--- src/rtl/series_ctrl_pkg.sv ---
// series_ctrl_pkg: shared types and defaults for the series-evaluation controller.
//   state_t   - FSM state encoding
//   CNT_W_DEF - default iteration counter / n_terms width
package series_ctrl_pkg;

    typedef enum logic [2:0] {
        IDLE,
        WAIT_REL,
        INIT,
        TERM,
        ACC,
        DONE
    } state_t;

    localparam int CNT_W_DEF = 4;

endpackage

--- src/rtl/series_ctrl.sv ---
// series_ctrl: sequences a term/result datapath through x load, repeated term
// update (t <= t*x*k) and accumulation (r <= r +/- t) for a programmable
// number of terms.
//
// Optional feature macro: SERIES_CTRL_EARLY_EXIT_EN
//   defined   - term_small=1 during ACC ends the run after that accumulation
//   undefined - term_small is ignored; every run spans n_terms terms
//
// Ports:
//   clk        in   system clock, rising edge
//   rst        in   synchronous active-low reset
//   start      in   run request; the run begins when start is released
//   n_terms    in   terms to accumulate (sampled in INIT)
//   alt_sign   in   1 = subtract odd-indexed terms (sampled in INIT)
//   term_small in   datapath flag, term below threshold (early exit only)
//   busy       out  high from WAIT_REL through DONE
//   done       out  one-cycle end-of-run pulse
//   ld_x, init_t, ld_t, init_r, ld_r, s_mux, s_signop  out  datapath controls
//   iter       out  0-based index of the current term
module series_ctrl
    import series_ctrl_pkg::*;
#(
    parameter int CNT_W   = CNT_W_DEF,
    parameter int DEF_ALT = 1
) (
    input  logic             clk,
    input  logic             rst,
    input  logic             start,
    input  logic [CNT_W-1:0] n_terms,
    input  logic             alt_sign,
    input  logic             term_small,
    output logic             busy,
    output logic             done,
    output logic             ld_x,
    output logic             init_t,
    output logic             ld_t,
    output logic             init_r,
    output logic             ld_r,
    output logic             s_mux,
    output logic             s_signop,
    output logic [CNT_W-1:0] iter
);

    state_t           state, nxt;
    logic [CNT_W-1:0] n_reg;
    logic             alt_reg;
    logic             last_term;
    logic             early;
    logic             acc_exit;

    // Comparison is made before any increment, so n_terms = 2^CNT_W-1 ends
    // with iter at its top value minus one and never wraps.
    assign last_term = (iter == n_reg - CNT_W'(1));

`ifdef SERIES_CTRL_EARLY_EXIT_EN
    assign early = term_small;
    logic unused_def_alt;
    assign unused_def_alt = 1'(DEF_ALT);
`else
    assign early = 1'b0;
    // DEF_ALT is documentation only; term_small has no role in this build.
    logic unused_inputs;
    assign unused_inputs = ^{term_small, 1'(DEF_ALT)};
`endif

    assign acc_exit = last_term || early;

    always_ff @(posedge clk) begin
        if (!rst) begin
            state   <= IDLE;
            iter    <= '0;
            n_reg   <= '0;
            alt_reg <= 1'b0;
        end else begin
            state <= nxt;
            case (state)
                INIT: begin
                    n_reg   <= n_terms;
                    alt_reg <= alt_sign;
                    iter    <= '0;
                end
                ACC: if (!acc_exit) iter <= iter + CNT_W'(1);
                default: ;
            endcase
        end
    end

    // Next-state
    always_comb begin
        nxt = state;
        case (state)
            IDLE:     if (start) nxt = WAIT_REL;
            WAIT_REL: if (!start) nxt = INIT;
            // n_terms is read directly here: n_reg only takes it at this edge.
            INIT:     nxt = (n_terms == '0) ? DONE : TERM;
            TERM:     nxt = ACC;
            ACC:      nxt = acc_exit ? DONE : TERM;
            DONE:     nxt = IDLE;
            default:  nxt = IDLE;
        endcase
    end

    // Moore output decode
    always_comb begin
        busy     = 1'b0;
        done     = 1'b0;
        ld_x     = 1'b0;
        init_t   = 1'b0;
        ld_t     = 1'b0;
        init_r   = 1'b0;
        ld_r     = 1'b0;
        s_mux    = 1'b0;
        s_signop = 1'b0;
        case (state)
            WAIT_REL: busy = 1'b1;
            INIT: begin
                busy   = 1'b1;
                ld_x   = 1'b1;
                init_t = 1'b1;
                init_r = 1'b1;
            end
            TERM: begin
                busy  = 1'b1;
                ld_t  = 1'b1;
                s_mux = 1'b1;
            end
            ACC: begin
                busy     = 1'b1;
                ld_r     = 1'b1;
                s_signop = alt_reg & iter[0];
            end
            DONE: begin
                busy = 1'b1;
                done = 1'b1;
            end
            default: ;
        endcase
    end

endmodule

--- config.mk ---
export PLATFORM = sky130hd
export DESIGN_NAME = series_ctrl
export DESIGN_NICKNAME = d
export VERILOG_FILES = /design/src/rtl/series_ctrl_pkg.sv /design/src/rtl/series_ctrl.sv
export SDC_FILE = /design/constraint.sdc
export NUM_CORES = 1
export LEC_CHECK = 0
export CORE_MARGIN = 3
export CORE_UTILIZATION = 40
export CTS_CLUSTER_SIZE = 20
export DETAILED_ROUTE_END_ITERATION = 7
export GPL_TIMING_DRIVEN = 0
export PLACE_DENSITY = 0.67
export SLEW_MARGIN = 20
export SYNTH_ARGS = -nofsm -noshare
export SYNTH_HDL_FRONTEND = slang
export SYNTH_SLANG_ARGS = --single-unit
--- constraint.sdc ---
create_clock -name clk -period 2.9 [get_ports clk]
set_input_delay 0.58 -clock clk [delete_from_list [all_inputs] [get_ports clk]]
set_output_delay 0.58 -clock clk [all_outputs]
set_load 0.01 [all_outputs]
; After elaboration in Yosys (flattened, before gate mapping)
; Index checks and enable logic that the tools add are counted.
[classes]
n_addsub = 2
n_eq_ne = 9
n_mux = 13
bitwise = 1
reduce_logical = 6
[op_table]
columns = cell, n
row1 = 3-bit one-hot mux with 5 select lines, 1
row2 = 3-bit two-way mux, 4
row3 = 4-bit one-hot mux with 2 select lines, 1
row4 = "3-bit by 2-bit == test with 1-bit output, second input constant", 2
row5 = "3-bit == test, second input constant", 2
row6 = 1-bit two-way mux, 6
row7 = "2-bit inequality test, second input constant", 3
row8 = 5-bit OR reduction, 1
row9 = "4-bit by 1-bit adder with 4-bit output, second input constant", 1
row10 = 4-bit == test, 1
row11 = 4-bit zero test, 1
row12 = 4-bit two-way mux, 1
row13 = 2-bit AND reduction, 2
row14 = "4-bit by 1-bit subtractor with 4-bit output, second input constant", 1
row15 = "3-bit by 1-bit == test with 1-bit output, second input constant", 1
row16 = 3-bit zero test, 1
row17 = 2-bit nonzero test, 1
row18 = 1-bit AND, 1
[word_totals]
register_bits = 12
input_bits = 9

; Depth between registers and ports, before layout
[depth]
depth_word = 4
depth_mapped = 7
depth_no_buf = 6

; Worst setup path after synthesis
; Ideal clock, no wire load.
[synth_timing]
path_kind = reg2out
start = reg state[2]
end = out init_t
arrival_ps = 1332
path_slack_ps = 988
stages_incl_launch_ff = 6
path_buffers = 3
path_cell_list = dfxtp_1 buf_2 or3b_1 buf_2 inv_1 buf_4
[synth_via]
elab_chain_len = 2
[synth_lines]
columns = item, line
row1 = start: declaration, series_ctrl.sv:44  ; state_t state, nxt;
row2 = start signal: assignment, series_ctrl.sv:75  ; state <= nxt;
row3 = 3-bit by 2-bit == test with 1-bit output, -
row4 = 1-bit two-way mux, -
row5 = end: declaration, series_ctrl.sv:35  ; output logic init_t,
; No other way between the ends.

; Final worst setup path
[layout_timing]
start = reg state[2]
end = out ld_x
[layout_via]
elab_chain_len = 2
[layout_lines]
columns = item, line
row1 = 3-bit by 2-bit == test with 1-bit output, series_ctrl.sv:114  ; case (state)
row2 = 1-bit two-way mux, series_ctrl.sv:114
row3 = end: declaration, series_ctrl.sv:34  ; output logic ld_x,
; No other way between the ends.

==> metrics.json <==
{
  "outcome": "finished clean",
  "start_util_pct": 43.8,
  "synth_sequential_area_ratio_pct": 30.4,
  "max_cap_viols": 0,
  "worstSetupStartpointType": "flop",
  "routedLengthMet1_um": 826,
  "fin_nets": 135,
  "setup_crit_end_kind": "output pin",
  "layout_worst_path_cycle_share_pct": 94.4,
  "cp.required_ps": 2320,
  "dp.cells": 144,
  "yosysWarningCount": 0,
  "port_buffers": 20,
  "drc_errors": 0,
  "drive_above_1_share_pct": 10.7,
  "synth.distinct_cells": 36,
  "synth.area.top_cells": "dfxtp_1 (30%), nand2_1 (6.7%), a21boi_0 (4.8%), inv_1 (3.3%), xnor2_1 (3.3%)",
  "syn_area_per_cell_um2": 7.97,
  "routed-via-count": 762,
  "power_density_mw_per_mm2": 327,
  "grt_remaining_overflow": 0,
  "worst_pin_slew_ps": 595,
  "power.switching_fraction_pct": 26.8,
  "power.leakage_nw": 0.385,
  "die_width_um": 50.4,
  "tritoncts": "yes",
  "die-area_mm2": 0.00254,
  "maximum_number_of_pins_on_one_net_before_global_route_repair": 11,
  "top_signal_layer_used": "met4",
  "final_max_slew_viol_count": 0,
  "worstRegToRegCells": 6,
  "clkSinkCount": 12,
  "grt_setup_unrepaired": "no",
  "worst-setup-path-type": "reg -> out",
  "switchingPower_w": 0.0000916,
  "die_height_um": 50.4,
  "track_usage_pct": 14.9,
  "rrSetupSlack_ps": 1020,
  "slew_headroom_pct": 60.1,
  "crit_path_max_fanout": 10,
  "clk_root_buffer_cell": "clkbuf_4",
  "path_clk_slew_ps": 80,
  "wl_met3_um": 93,
  "finalSetupViolations": 0,
  "antenna_violations_before_repair": 0,
  "netlist_instances": 99,
  "postRouteAntennaNets": 0,
  "final_cell_count_no_fill": 147,
  "vias_per_cell": 5.18,
  "route.met2.wl_um": 859,
  "seqPwrFrac_pct": 50.3,
  "hold_path_class": "reg -> reg",
  "period_needed_ps": 2740,
  "io_pins": 22,
  "num_antenna_cells": 0,
  "post_detailed_route_wirelength_per_cell_um": 12.2,
  "htree_num_levels": 1,
  "grt_pass1_vias": 678,
  "drt_wl_total_mm": 1.79,
  "worstSkewPairLatency_ps": 270,
  "report.final.hold_viol_count": 0,
  "number_of_nets_in_the_synthesized_netlist": 110,
  "worst_r2r_endpoint": "iter[0]$_SDFFE_PN0P_",
  "clockBufferDepth": 2,
  "wire_length_of_the_first_global_routing_pass_mm": 2.90,
  "dp_hpwl_mm": 1.37,
  "upper_clock_frequency_limit_ghz": 0.365,
  "cts_buffers": 3,
  "timing.critical_path.arrival_ps": 2160,
  "ctsHoldBuffers": 0,
  "netlist_area_um2": 790,
  "synthDominantCellAreaShare_pct": 30.4,
  "synth_top_area_cell": "dfxtp_1",
  "whs_path_depth": 2,
  "worst_ir_drop_vdd_uv": 169,
  "r2r-start": "n_reg[0]$_SDFFE_PN0P_",
  "fin_setup_tns_ps": 0,
  "globalplace.congestion": 0.798,
  "initialDrtViolationCount": 12,
  "clock_power_share_pct": 30.9,
  "core.rowCount": 15,
  "hold_path.startpoint": "alt_reg$_SDFFE_PN0P_",
  "drt_first_pass_iters": 4,
  "worstSetupStartpoint": "state[2]$_SDFFE_PN0P_",
  "clock_skew_ps": 0.693,
  "synth-seq-cells": 12,
  "p_int_w": 0.000250,
  "area_delta_synth_final_pct": 32.6,
  "fp.coreArea_mm2": 0.00180,
  "share_comb_of_total_power_pct": 18.7,
  "post_cts_buffers": 0,
  "hold-path-endpoint": "alt_reg$_SDFFE_PN0P_"
}
-- power by group through the flow --
stage / Combinational [W] / Sequential [W] / Clock [W]
after detailed placement: 0.0000636 / 0.000176 / 0
after global placement: 0.0000621 / 0.000176 / 0
after global routing: 0.0000698 / 0.000173 / 0.000117
after floorplan: 0.0000374 / 0.000175 / 0
after CTS: 0.0000640 / 0.000172 / 0.000110
final: 0.0000641 / 0.000172 / 0.000106
-- Yosys cell counts --
cell type and number:
a2111o_1 1, a21boi_0 5, a21oi_1 4, a22o_1 1
and2_1 2, and3_1 2, and4_1 1, buf_2 3
buf_4 3, buf_6 1, clkbuf_1 1, dfxtp_1 12
ha_1 2, inv_1 7, mux2i_1 2, nand2_1 14
nand3_1 4, nand4_1 2, nand4b_1 1, nor2_1 5
nor3_1 4, nor3_2 1, nor4_1 1, o2111ai_1 1
o211ai_1 1, o21ai_0 3, o21ba_2 1, o22ai_1 1
o31a_1 1, or2_0 1, or2b_1 1, or3_1 3
or3b_1 2, xnor2_1 3, xor2_1 1, xor3_1 1
-- logic make-up (layout without fill, tap and decap cells) --
kind of cell	Yosys count	count (layout)	synth area share [%]
adder cells (fa/ha/maj)	2	2	3.17
AND/OR/NAND/NOR	44	44	29.5
flip-flops	12	12	30.4
multiplexers	2	2	2.54
buffers and inverters	15	38	9.98
XOR/XNOR	5	5	7.45
AO/OA/AOI/OAI	19	19	17.0
-- worst max path at each step --
stage	to
floorplan	init_t
global placement	ld_x
detailed placement	ld_x
CTS	ld_x
global route	ld_x
finish	ld_x
-- worst max-delay path: stages (launching register included) --
cell and delay (ps):
dfxtp_1 310, buf_2 170, or3b_1 390, buf_2 210, clkinvlp_4 150, buf_4 120, clkdlybuf4s50_1 540
-- cell usage in the layout, fill, tap and decap left out, types with 2 or more instances in the layout --
cell / Yosys / final
a21boi_0: 5 / 5
a21oi_1: 4 / 4
and2_1: 2 / 2
and3_1: 2 / 2
buf_2: 3 / 3
buf_4: 3 / 3
clkbuf_4: 0 / 3
clkdlybuf4s50_1: 0 / 20
dfxtp_1: 12 / 12
ha_1: 2 / 2
inv_1: 7 / 6
mux2i_1: 2 / 2
nand2_1: 14 / 14
nand3_1: 4 / 4
nand4_1: 2 / 2
nor2_1: 5 / 5
nor3_1: 4 / 4
o21ai_0: 3 / 3
or3_1: 3 / 3
or3b_1: 2 / 2
xnor2_1: 3 / 3
-- metrics by stage --
| stage | util [%] | setup slack [ps] | hold WS (ps) | total power [W] | instance area, um2 |
|---|---|---|---|---|---|
| final | 58.1 | 161 | 469 | 0.000342 | 1050 |
| after global routing | 58.1 | 64.4 | 491 | 0.000359 | 1050 |
| after detailed placement | 56.7 | 390 | 461 | 0.000240 | 1020 |
| after floorplan | - | 988 | 439 | 0.000213 | 790 |
| after global placement | 56.7 | 428 | 455 | 0.000238 | 1020 |
| after CTS | 57.9 | 82.6 | 472 | 0.000346 | 1040 |
-- routing by layer --
| metal | up-vias | GRT usage, % |
|---|---|---|
| li1 | 393 | - |
| met1 | 344 | 16.7 |
| met5 | - | 0 |
| met4 | 0 | 2.69 |
| met3 | 2 | 4.75 |
| met2 | 23 | 27.4 |
-- timing repair --
action                                  in CTS  in global routing
hold endpoints to repair                     0                  0
endpoints found under the setup margin       0                  2
resized for setup                            0                  1
-- area by class of cell --
| cell class | instances | area (um2) |
|---|---|---|
| fill | 185 | 754 |
| sequential | 12 | 240 |
| buffer | 8 | 52.6 |
| inverter | 7 | 30.0 |
| timing repair buffer | 20 | 200 |
| multi-input combinational | 72 | 470 |
| tap | 25 | 31.3 |
| clock buffer | 3 | 22.5 |
(Power assumes the default switching activity.)
